### src/rtl/sha256_padder_if.sv
// Byte-stream input and sha256_core block handshake bundled for the padder.
// The slave modport is the padder's view; the master modport is the
// producer/consumer environment around it.
interface sha256_padder_if;
    logic         in_valid;
    logic         in_ready;
    logic [7:0]   in_data;
    logic         in_last;
    logic         in_empty;
    logic         core_ready;
    logic [511:0] message_block;
    logic         start;
    logic         first_block;
    logic         last_block;

    modport slave (
        input  in_valid,
        input  in_data,
        input  in_last,
        input  in_empty,
        input  core_ready,
        output in_ready,
        output message_block,
        output start,
        output first_block,
        output last_block
    );

    modport master (
        output in_valid,
        output in_data,
        output in_last,
        output in_empty,
        output core_ready,
        input  in_ready,
        input  message_block,
        input  start,
        input  first_block,
        input  last_block
    );
endinterface

### src/rtl/sha256_padder.sv
// SHA-256 message padder: collects a byte stream into 64-byte blocks,
// appends 0x80, zero fill and the 64-bit big-endian bit length, and hands
// each block to sha256_core with first/last markers. The working buffer
// refills while the core hashes the previously latched block.
module sha256_padder (
    input  logic             clk,
    input  logic             rst,
    sha256_padder_if.slave   bus
);

    typedef enum logic [1:0] {
        FILL  = 2'd0,
        PAD   = 2'd1,
        SEND  = 2'd2,
        EXTRA = 2'd3
    } state_t;

    state_t         state_r;
    state_t         state_s;

    logic [511:0]   buf_r;           // block under construction, byte 0 at [511:504]
    logic [6:0]     idx_r;           // next byte position, reaches 64 on a full block
    logic [60:0]    cnt_r;           // message length in bytes
    logic           first_pend_r;    // next block sent is the first of its message
    logic           armed_r;         // core has dropped ready since our last start
    logic           extra_r;         // a length-only block must follow this one
    logic           p64_r;           // message ended exactly on a block boundary
    logic           blk_first_r;     // first flag of the block waiting in SEND
    logic           blk_last_r;      // last flag of the block waiting in SEND

    logic           in_ready_r;
    logic           start_r;
    logic           first_block_r;
    logic           last_block_r;
    logic [511:0]   message_block_r;

    logic           accept_s;
    logic           write_s;
    logic           fire_s;
    logic [63:0]    len_s;

    // Overwrite byte 'pos' (0 = most significant) of a block.
    function automatic logic [511:0] put_byte(
        input logic [511:0] blk,
        input logic [6:0]   pos,
        input logic [7:0]   b
    );
        logic [511:0] r;
        r = blk;
        for (int i = 0; i < 64; i++) begin
            r[511 - 8*i -: 8] = (pos == 7'(i)) ? b : r[511 - 8*i -: 8];
        end
        return r;
    endfunction

    // Place the bit-length field in bytes 56..63.
    function automatic logic [511:0] put_len(
        input logic [511:0] blk,
        input logic [63:0]  len
    );
        return {blk[511:64], len};
    endfunction

    assign accept_s = (state_r == FILL) && in_ready_r && bus.in_valid;
    // An empty terminating beat carries no byte.
    assign write_s  = accept_s && !(bus.in_last && bus.in_empty);
    assign fire_s   = (state_r == SEND) && bus.core_ready && armed_r;
    assign len_s    = {cnt_r, 3'b000};

    assign bus.in_ready      = in_ready_r;
    assign bus.start         = start_r;
    assign bus.first_block   = first_block_r;
    assign bus.last_block    = last_block_r;
    assign bus.message_block = message_block_r;

    // State register.
    always_ff @(posedge clk) begin
        if (rst) begin
            state_r <= FILL;
        end else begin
            state_r <= state_s;
        end
    end

    // Next-state decode.
    always_comb begin
        state_s = state_r;
        case (state_r)
            FILL: begin
                if (accept_s && bus.in_last) begin
                    state_s = PAD;
                end else if (accept_s && (idx_r == 7'd63)) begin
                    state_s = SEND;
                end else begin
                    state_s = FILL;
                end
            end
            PAD: begin
                state_s = SEND;
            end
            SEND: begin
                if (fire_s) begin
                    state_s = extra_r ? EXTRA : FILL;
                end else begin
                    state_s = SEND;
                end
            end
            EXTRA: begin
                state_s = SEND;
            end
            default: begin
                state_s = FILL;
            end
        endcase
    end

    // Buffer construction, counters, handshake arming and registered outputs.
    always_ff @(posedge clk) begin
        if (rst) begin
            buf_r           <= 512'd0;
            idx_r           <= 7'd0;
            cnt_r           <= 61'd0;
            first_pend_r    <= 1'b1;
            armed_r         <= 1'b1;
            extra_r         <= 1'b0;
            p64_r           <= 1'b0;
            blk_first_r     <= 1'b0;
            blk_last_r      <= 1'b0;
            in_ready_r      <= 1'b0;
            start_r         <= 1'b0;
            first_block_r   <= 1'b0;
            last_block_r    <= 1'b0;
            message_block_r <= 512'd0;
        end else begin
            in_ready_r <= (state_s == FILL);
            start_r    <= 1'b0;

            // A stale ready cannot launch a second start: the core must
            // first be seen busy.
            if (fire_s) begin
                armed_r <= 1'b0;
            end else if (!armed_r && !bus.core_ready) begin
                armed_r <= 1'b1;
            end else begin
                armed_r <= armed_r;
            end

            case (state_r)
                FILL: begin
                    if (write_s) begin
                        buf_r <= put_byte(buf_r, idx_r, bus.in_data);
                        idx_r <= idx_r + 7'd1;
                        cnt_r <= cnt_r + 61'd1;
                    end
                    if (accept_s && !bus.in_last && (idx_r == 7'd63)) begin
                        blk_first_r <= first_pend_r;
                        blk_last_r  <= 1'b0;
                        extra_r     <= 1'b0;
                    end
                end
                PAD: begin
                    blk_first_r <= first_pend_r;
                    if (idx_r <= 7'd55) begin
                        buf_r      <= put_len(put_byte(buf_r, idx_r, 8'h80), len_s);
                        blk_last_r <= 1'b1;
                        extra_r    <= 1'b0;
                        p64_r      <= 1'b0;
                    end else if (idx_r <= 7'd63) begin
                        buf_r      <= put_byte(buf_r, idx_r, 8'h80);
                        blk_last_r <= 1'b0;
                        extra_r    <= 1'b1;
                        p64_r      <= 1'b0;
                    end else begin
                        blk_last_r <= 1'b0;
                        extra_r    <= 1'b1;
                        p64_r      <= 1'b1;
                    end
                end
                EXTRA: begin
                    buf_r       <= {(p64_r ? 8'h80 : 8'h00), 440'd0, len_s};
                    blk_first_r <= 1'b0;
                    blk_last_r  <= 1'b1;
                    extra_r     <= 1'b0;
                end
                SEND: begin
                    if (fire_s) begin
                        start_r         <= 1'b1;
                        message_block_r <= buf_r;
                        first_block_r   <= blk_first_r;
                        last_block_r    <= blk_last_r;
                        buf_r           <= 512'd0;
                        idx_r           <= 7'd0;
                        if (blk_last_r) begin
                            cnt_r        <= 61'd0;
                            first_pend_r <= 1'b1;
                        end else begin
                            first_pend_r <= 1'b0;
                        end
                    end
                end
                default: begin
                    buf_r <= buf_r;
                end
            endcase
        end
    end

endmodule

### src/flat_wrapper.sv
// flat-port wrapper written by rule: the top's interface ports become plain ports
module sha256_padder_flat 
  (clk, rst, bus_in_valid, bus_in_data, bus_in_last, bus_in_empty, bus_core_ready, bus_in_ready, bus_message_block, bus_start, bus_first_block, bus_last_block);
  sha256_padder_if bus_i ();
  input  logic clk;
  input  logic rst;
  input wire logic [$bits(bus_i.in_valid)-1:0] bus_in_valid;
  input wire logic [$bits(bus_i.in_data)-1:0] bus_in_data;
  input wire logic [$bits(bus_i.in_last)-1:0] bus_in_last;
  input wire logic [$bits(bus_i.in_empty)-1:0] bus_in_empty;
  input wire logic [$bits(bus_i.core_ready)-1:0] bus_core_ready;
  output wire logic [$bits(bus_i.in_ready)-1:0] bus_in_ready;
  output wire logic [$bits(bus_i.message_block)-1:0] bus_message_block;
  output wire logic [$bits(bus_i.start)-1:0] bus_start;
  output wire logic [$bits(bus_i.first_block)-1:0] bus_first_block;
  output wire logic [$bits(bus_i.last_block)-1:0] bus_last_block;
  assign bus_i.in_valid = bus_in_valid;
  assign bus_i.in_data = bus_in_data;
  assign bus_i.in_last = bus_in_last;
  assign bus_i.in_empty = bus_in_empty;
  assign bus_i.core_ready = bus_core_ready;
  assign bus_in_ready = bus_i.in_ready;
  assign bus_message_block = bus_i.message_block;
  assign bus_start = bus_i.start;
  assign bus_first_block = bus_i.first_block;
  assign bus_last_block = bus_i.last_block;
  sha256_padder u_core (.clk(clk), .rst(rst), .bus(bus_i));
endmodule
### config.mk
export PLATFORM = sky130hd
export DESIGN_NAME = sha256_padder_flat
export DESIGN_NICKNAME = d
export VERILOG_FILES = /design/src/rtl/sha256_padder_if.sv /design/src/rtl/sha256_padder.sv /design/src/flat_wrapper.sv
export SDC_FILE = /design/constraint.sdc
export NUM_CORES = 2
export LEC_CHECK = 0
export BUFFER_PORTS_ARGS = -buffer_cell sky130_fd_sc_hd__buf_2
export CAP_MARGIN = 15
export CORE_MARGIN = 2
export CORE_UTILIZATION = 55
export DETAILED_ROUTE_END_ITERATION = 16
export GPL_TIMING_DRIVEN = 0
export PLACE_DENSITY = 0.76
export SLEW_MARGIN = 40
export SYNTH_ARGS = -nofsm -noshare
export SYNTH_HDL_FRONTEND = slang
export SYNTH_SLANG_ARGS = --single-unit
### constraint.sdc
create_clock -name clk -period 4.5 [get_ports clk]
set_clock_uncertainty 0.1 [all_clocks]
set_input_delay 0.45 -clock clk [delete_from_list [all_inputs] [get_ports clk]]
set_output_delay 0.45 -clock clk [all_outputs]
set_load 0.03 [all_outputs]
# After elaboration in Yosys (flattened, before gate mapping)
# Index checks and enable logic that the tools add are counted.
[word_totals]
regBits = 1104
latch_bits = 0
ramBits = 0
mem_bits_ro = 0
out_inout_bits = 516
elab_cells = 476
memories = 0
[classes]
add_sub_neg = 2
multipliers = 0
div_mod_pow = 0
n_lt_le_gt_ge = 2
eq_ne = 143
shifts = 0
mux = 159
bitwise_logic = 1
n_reduce_logical = 91
[ops]
columns = ["cell", "n"]
rows = [
  ["512-bit two-way mux", 4],
  ["512-bit case mux with 4 select lines", 1],
  ["8-bit two-way mux", 129],
  ["4-bit AND reduction", 57],
  ["7-bit by 6-bit == test with 1-bit output, second input constant", 32],
  ["61-bit two-way mux", 3],
  ["2-bit != test, second input constant", 65],
  ["61-bit case mux with 2 select lines", 1],
  ["7-bit by 5-bit == test with 1-bit output, second input constant", 16],
  ["61-bit by 1-bit adder with 61-bit output, second input constant", 1],
  ["7-bit by 4-bit == test with 1-bit output, second input constant", 8],
  ["5-bit AND reduction", 8],
  ["7-bit by 3-bit == test with 1-bit output, second input constant", 4],
  ["3-bit by 1-bit != test with 1-bit output, second input constant", 9],
  ["7-bit by 2-bit == test with 1-bit output, second input constant", 2],
  ["7-bit by 6-bit <= comparator with 1-bit output, second input constant", 2],
  ["7-bit two-way mux", 2],
  ["7-bit case mux with 2 select lines", 1],
  ["1-bit logical AND", 11],
  ["1-bit two-way mux", 10],
  ["1-bit case mux with 3 select lines", 3],
  ["2-bit two-way mux", 4],
  ["7-bit by 1-bit adder with 7-bit output, second input constant", 1],
  ["7-bit by 1-bit == test with 1-bit output, second input constant", 1],
  ["13 further kinds", 23],
]

# Logic depth before layout (Yosys ltp)
[logic_depth]
word_depth = 8
depth_mapped = 9

# Least setup slack after synthesis
# OpenSTA, ideal clock, no wires.
[synth_path]
path_type = "register to register"
from = "reg u_core.idx_r[0]"
to = "reg u_core.buf_r[13]"
setup_time_ns = 0.086
arrival_ns = 2.183
required_time_ns = 4.314
path_slack_ns = 2.131
path_stages_with_launch = 8
n_path_buf = 1
synth_period_minus_slack_ns = 2.369
path_cell_list = "dfxtp_1 ha_1 nand3b_1 a311o_1 a221oi_2 buf_2 nor2_1 a211oi_1"
[synth_between]
elab_chain_len = 3
[synth_lines]
columns = ["element", "line_no", "rtl"]
rows = [
  ["from (decl)", "sha256_padder.sv:22", "logic [6:0] idx_r;"],
  ["from (signal assigned)", "sha256_padder.sv:152", "idx_r <= idx_r + 7'd1;"],
  ["7-bit by 6-bit <= comparator with 1-bit output, or another cell as far along", "sha256_padder.sv:163", "if (idx_r <= 7'd55) begin"],
  ["3-bit by 1-bit != test with 1-bit output (no line), or another cell as far along", "--", ""],
  ["5-bit AND reduction (no line) or 512-bit case mux with 4 select lines (tied branches)", "--", ""],
  ["to (signal assigned)", "sha256_padder.sv:164", "buf_r <= put_len(put_byte(buf_r, idx_r, 8'h80), len_s);"],
  ["to (signal assigned)", "sha256_padder.sv:169", "buf_r <= put_byte(buf_r, idx_r, 8'h80);"],
  ["to (signal assigned)", "sha256_padder.sv:180", "buf_r <= {(p64_r ? 8'h80 : 8'h00), 440'd0, len_s};"],
  ["to (decl)", "sha256_padder.sv:21", "logic [511:0] buf_r;"],
]
# Several ways; a longest one is shown, not always the timed one.
# A chain may end at the register's enable or synchronous reset.

# Worst setup path after layout
[layout_path]
from = "in bus_core_ready"
to = "reg u_core.message_block_r[229], in the netlist u_core.bus.message_block[229]"
[layout_between]
elab_chain_len = 3
[layout_lines]
columns = ["element", "line_no", "rtl"]
rows = [
  ["from (decl)", "flat_wrapper.sv:11", "input wire logic [$bits(bus_i.core_ready)-1:0] bus_core_ready;"],
  ["1-bit logical AND (2 in a row)", "sha256_padder.sv:67", "assign fire_s = (state_r == SEND) && bus.core_ready && armed_r;"],
  ["2-bit AND reduction (no line)", "--", ""],
  ["to (signal assigned)", "sha256_padder.sv:188", "message_block_r <= buf_r;"],
  ["to (decl)", "sha256_padder.sv:35", "logic [511:0] message_block_r;"],
]
# No other way between the ends.

==> results.txt <==
The worst setup slack for register-to-register paths is 0.96 ns. For this run, design rule violations remaining after detail routing come to 0. The largest single stage delay on the critical path is 0.72 ns.

In this run the critical register-to-register path is captured at u_core.bus.message_block[229]. After the last flow step, the layout net total stands at 5307. The register clock-pin slew on the reported worst setup and hold paths is 0.06 ns. The flow ran to the end, and the final reports show no timing, DRC or antenna violations. The total of flip-flops plus latches after synthesis came out at roughly 1100.

TritonCTS built the clock tree. The final setup violation count is 0. The worst setup path is captured at a flip-flop. Counting buffers and inverters, the worst setup path is 10 cells deep.

The critical path contains buffers and inverters numbering 6 combined. The vertical extent of the die came out at 279.4 um. The power density over the cells is 418.0 nW/um^2. The number of warnings reported in the yosys synthesis log came out at 0. The x dimension of the die came out at ~280 um.

The tightest min-delay check is of the in -> reg type. The net switching share of the total power is a little under a quarter. The number of clock buffers inserted by TritonCTS came out at about 110. The number of instances in the placed design is 6139. The placeable core region is 74820 sq um. CTS built an H-tree with a depth of 3. The tool flagged a number of max-cap violations equal to 0. The sequential fraction of design power is 47.4%. The hold violation count in the final report came out at 0.

In this run the worst setup path begins at bus_core_ready. The non-filler instance count after layout is 6352. Wire segments on met3 add up to 9486 um in the final route. In the layout the commonest cells are sky130_fd_sc_hd__dfxtp_1, sky130_fd_sc_hd__nand2_1, sky130_fd_sc_hd__a21oi_1.

The number of I/O port buffers came out at approximately 530. The most critical setup path has its endpoint at u_core.bus.message_block[229]. For this run the aggregate overflow at the end of global routing stands at 0. The count of nets left with antenna violations after detail routing is 0.

The startpoint identified for the worst register-to-register timing path is u_core.state_r[0]. In this run, post-CTS repair resized a total of 0 instances. The initial antenna violation count was 8. Dividing the final minimum period by the clock period gives 81.31%. The netlist area before placement is 41710 sq um.

The worst hold slack after final layout came out at 0.06402 ns. For this run, the leading register cell type out of synthesis is sky130_fd_sc_hd__dfxtp_1. The die area came out at around 78000 sq um. Setup repair after global routing left no endpoint under its margin. Once the clock tree was built, the setup fixing pass inserted 0 buffers. The clock latency at the later pin of the worst-skew pair came out at 0.68 ns. Broken down by cell family, the worst path's largest delay share belongs to buffers and inverters.

The largest fanout of any net on the critical path came out at 10. The final routed wire length divided by cell count is 21.03 um. The maximum VDD drop is 0.2880 mV. The signal on the critical path passes through dlygate4sd3_1 > buf_2 > and3_1 > nand2b_1 > clkbuf_1 > clkbuf_2 > clkbuf_1 > clkbuf_1 > nand2_1 > a21oi_1. The instance count of the mapped netlist came out at 4640. After legalization and detailed placement, the total HPWL measured between 90000 and 100000 um. The synthesized area per cell is about 9 sq um. The detailed router put a total of 55350 um of wire on met1. The via count of the first global-routing pass came out at about 34000. The smallest clock period supported by the final layout is computed as 3.659 ns. The first-pass GRT wire length is 198800 um. The cell with the largest stage delay on the worst path is sky130_fd_sc_hd__clkbuf_1. The highest routed metal layer is met5. The cell depth of the worst flop-to-flop path is 8.

The deepest clock path buffer count came out at 3. In this run the clock root is driven by a sky130_fd_sc_hd__clkbuf_16. The clock network is responsible for between 40 and 50% of the overall power. The highest attainable clock frequency came out at 0.2733 GHz. For this block, the initial DRC count from the detailed router was roughly 2700. The number of vias per cell after detailed routing is 5.640.

The share of final-layout standard cells stronger than drive strength 1 is 16.14%. The count of TritonRoute iterations in the first routing pass is 6. Leaving out fill and tap cells, the most frequent cell in the layout is sky130_fd_sc_hd__dfxtp_1. The maximum number of pins on one net before global-route repair came out at 16.

The number of hold buffers added after CTS was 5. The initial utilization of the core area, before any placement, comes to between 50% and 60%. The number of rows created at floorplan is 100.

The fraction of power consumed by combinational cells is 4.2%. Global routing used between 30 and 40% of the available tracks across all layers. The number of clock sinks is 1104. The top-level I/O count came out at 530. The final max-slew violation count came out at 0.

The internal portion of total power came out at around 16000 uW. The startpoint-to-endpoint class of the critical path is in -> reg. The number of flops mapped to enable cells by yosys is 0. The cell that appears most often on the critical path is sky130_fd_sc_hd__clkbuf_1.

The number of distinct library cell variants in the gate-level netlist after synthesis is between 50 and 60. Of all flip-flops after synthesis, the portion carrying an async set or reset was 0%. The via count is 35830.

The actual slew at the worst max-slew pin is 0.9250 ns. The total wire length after detailed routing came out at 133600 um. The kind of launch point of the worst setup path is an input pin.

Summed over all nets, the switching power comes to ~4700 uW. The reported leakage power came out at 0.01774 uW. The critical path data arrival time came out at roughly 4.2 ns. The data required time at the worst endpoint came out at 5.00 ns.

The relative slew slack came out at 38.34%. The sum of met2 wire segment lengths after detailed routing is 60990 um. The setup TNS is 0 ns.

The placer's final routability congestion estimate came out at 0.9926. Compared with the post-synthesis result, the final layout area differs by 19.35%. The post-synth net total is ~4700. The post-synthesis sequential area ratio came out at 52.98%.
[Yosys cell counts, types with 4 or more instances]
cell	n	share of area (%)
sky130_fd_sc_hd__mux2i_1	450	11
sky130_fd_sc_hd__o21ai_0	25	0.30
sky130_fd_sc_hd__or4_1	21	0.38
sky130_fd_sc_hd__o31ai_1	16	0.29
sky130_fd_sc_hd__xnor2_1	15	0.31
sky130_fd_sc_hd__nor3_1	17	0.20
sky130_fd_sc_hd__a221oi_2	8	0.29
sky130_fd_sc_hd__a21oi_1	681	8.2
sky130_fd_sc_hd__a211oi_1	62	1.1
sky130_fd_sc_hd__and2_1	10	0.15
sky130_fd_sc_hd__or2_2	4	0.060
sky130_fd_sc_hd__nand3_1	32	0.38
sky130_fd_sc_hd__buf_6	6	0.16
sky130_fd_sc_hd__and3b_1	10	0.21
sky130_fd_sc_hd__clkbuf_1	279	2.5
sky130_fd_sc_hd__buf_4	4	0.072
sky130_fd_sc_hd__nand3b_1	5	0.090
sky130_fd_sc_hd__inv_1	12	0.11
sky130_fd_sc_hd__nor2_1	327	2.9
sky130_fd_sc_hd__ha_1	5	0.15
sky130_fd_sc_hd__nand4_1	30	0.45
sky130_fd_sc_hd__nand2_1	1075	9.7
sky130_fd_sc_hd__nor4_1	17	0.25
sky130_fd_sc_hd__a211oi_2	10	0.30
sky130_fd_sc_hd__xor2_1	7	0.15
sky130_fd_sc_hd__dfxtp_1	1104	53
sky130_fd_sc_hd__buf_1	41	0.37
sky130_fd_sc_hd__nor3b_1	5	0.090
sky130_fd_sc_hd__and4_1	5	0.10
sky130_fd_sc_hd__nand2b_1	227	3.4
sky130_fd_sc_hd__a211oi_4	45	2.2
sky130_fd_sc_hd__or3_1	21	0.31
sky130_fd_sc_hd__buf_2	28	0.34
sky130_fd_sc_hd__and3_1	9	0.13
[worst min path at each step]
stage,cells after the start,slack (ns),startpoint,endpoint
5_1_grt,4,0.07,bus_in_valid,u_core.bus.in_ready
2_1_floorplan,2,0.32,u_core.first_pend_r,u_core.first_pend_r
3_5_place_dp,2,0.34,u_core.first_pend_r,u_core.first_pend_r
6_report,4,0.06,bus_in_valid,u_core.bus.in_ready
3_3_place_gp,2,0.33,u_core.first_pend_r,u_core.first_pend_r
4_1_cts,4,0.05,bus_in_valid,u_core.bus.in_ready
[routing by layer]
metal  up-vias  GRT usage, %
li1      16820             -
met1     17240         42.38
met2      1409         52.89
met3       354         5.513
met4         2         18.03
met5         -             0
[area by class of cell]
class	instances	area [sq um]
antenna	5	12.51
fill	6145	25040
sequential	1104	22100
tap	969	1212
clock inverter	63	957.2
clock buffer	138	3037
multi-input combinational	3166	18220
timing repair buffer	537	2724
buffer	358	1471
inverter	12	45.04
[sequential cells by signal (all words and copies together) (netlist names), 2 cells and up]
| signal | count |
|---|---|
| u_core.buf_r | 512 |
| u_core.bus.message_block | 512 |
| u_core.cnt_r | 61 |
| u_core.idx_r | 7 |
| u_core.state_r | 2 |
[worst min-delay path, cell delays in order]
cell                      delay (ns)
sky130_fd_sc_hd__buf_2          0.08
sky130_fd_sc_hd__nand3_1        0.06
sky130_fd_sc_hd__a21oi_1        0.14
sky130_fd_sc_hd__nor3_1         0.05
[metrics by stage]
| step | power (uW) | setup slack [ns] | utilization [%] | area (sq um) |
|---|---|---|---|---|
| 2_1_floorplan | 10580 | 2.131 | - | 41710 |
| 3_3_place_gp | 10910 | 0.6220 | 60.91 | 45570 |
| 3_5_place_dp | 10930 | 0.8783 | 61.09 | 45710 |
| 4_1_cts | 20820 | 0.9647 | 66.49 | 49750 |
| 5_1_grt | 21280 | 0.8157 | 66.53 | 49780 |
| 6_report | 20810 | 0.8412 | 66.54 | 49780 |
[cells by family (layout without fill, tap and decap cells)]
kind of cell / count (synthesis) / in the layout / synth area share (%)
other cells: 0 / 5 / 0
compound gates: 863 / 863 / 12.96
xor+xnor: 22 / 22 / 0.4619
flops: 1104 / 1104 / 52.98
mux: 450 / 450 / 10.80
buf+inv: 370 / 1108 / 3.557
simple gates: 1826 / 1826 / 19.09
fa+ha+maj: 5 / 5 / 0.1500
[power groups by stage]
stage	sequential (uW)	clock [uW]	combinational (uW)
finish	9860	10100	880
detailed placement	10100	0	853
global placement	10100	0	839
global route	9860	10500	921
CTS	9860	10100	863
floorplan	10100	0	518
Power figures use the tool's default switching activity.
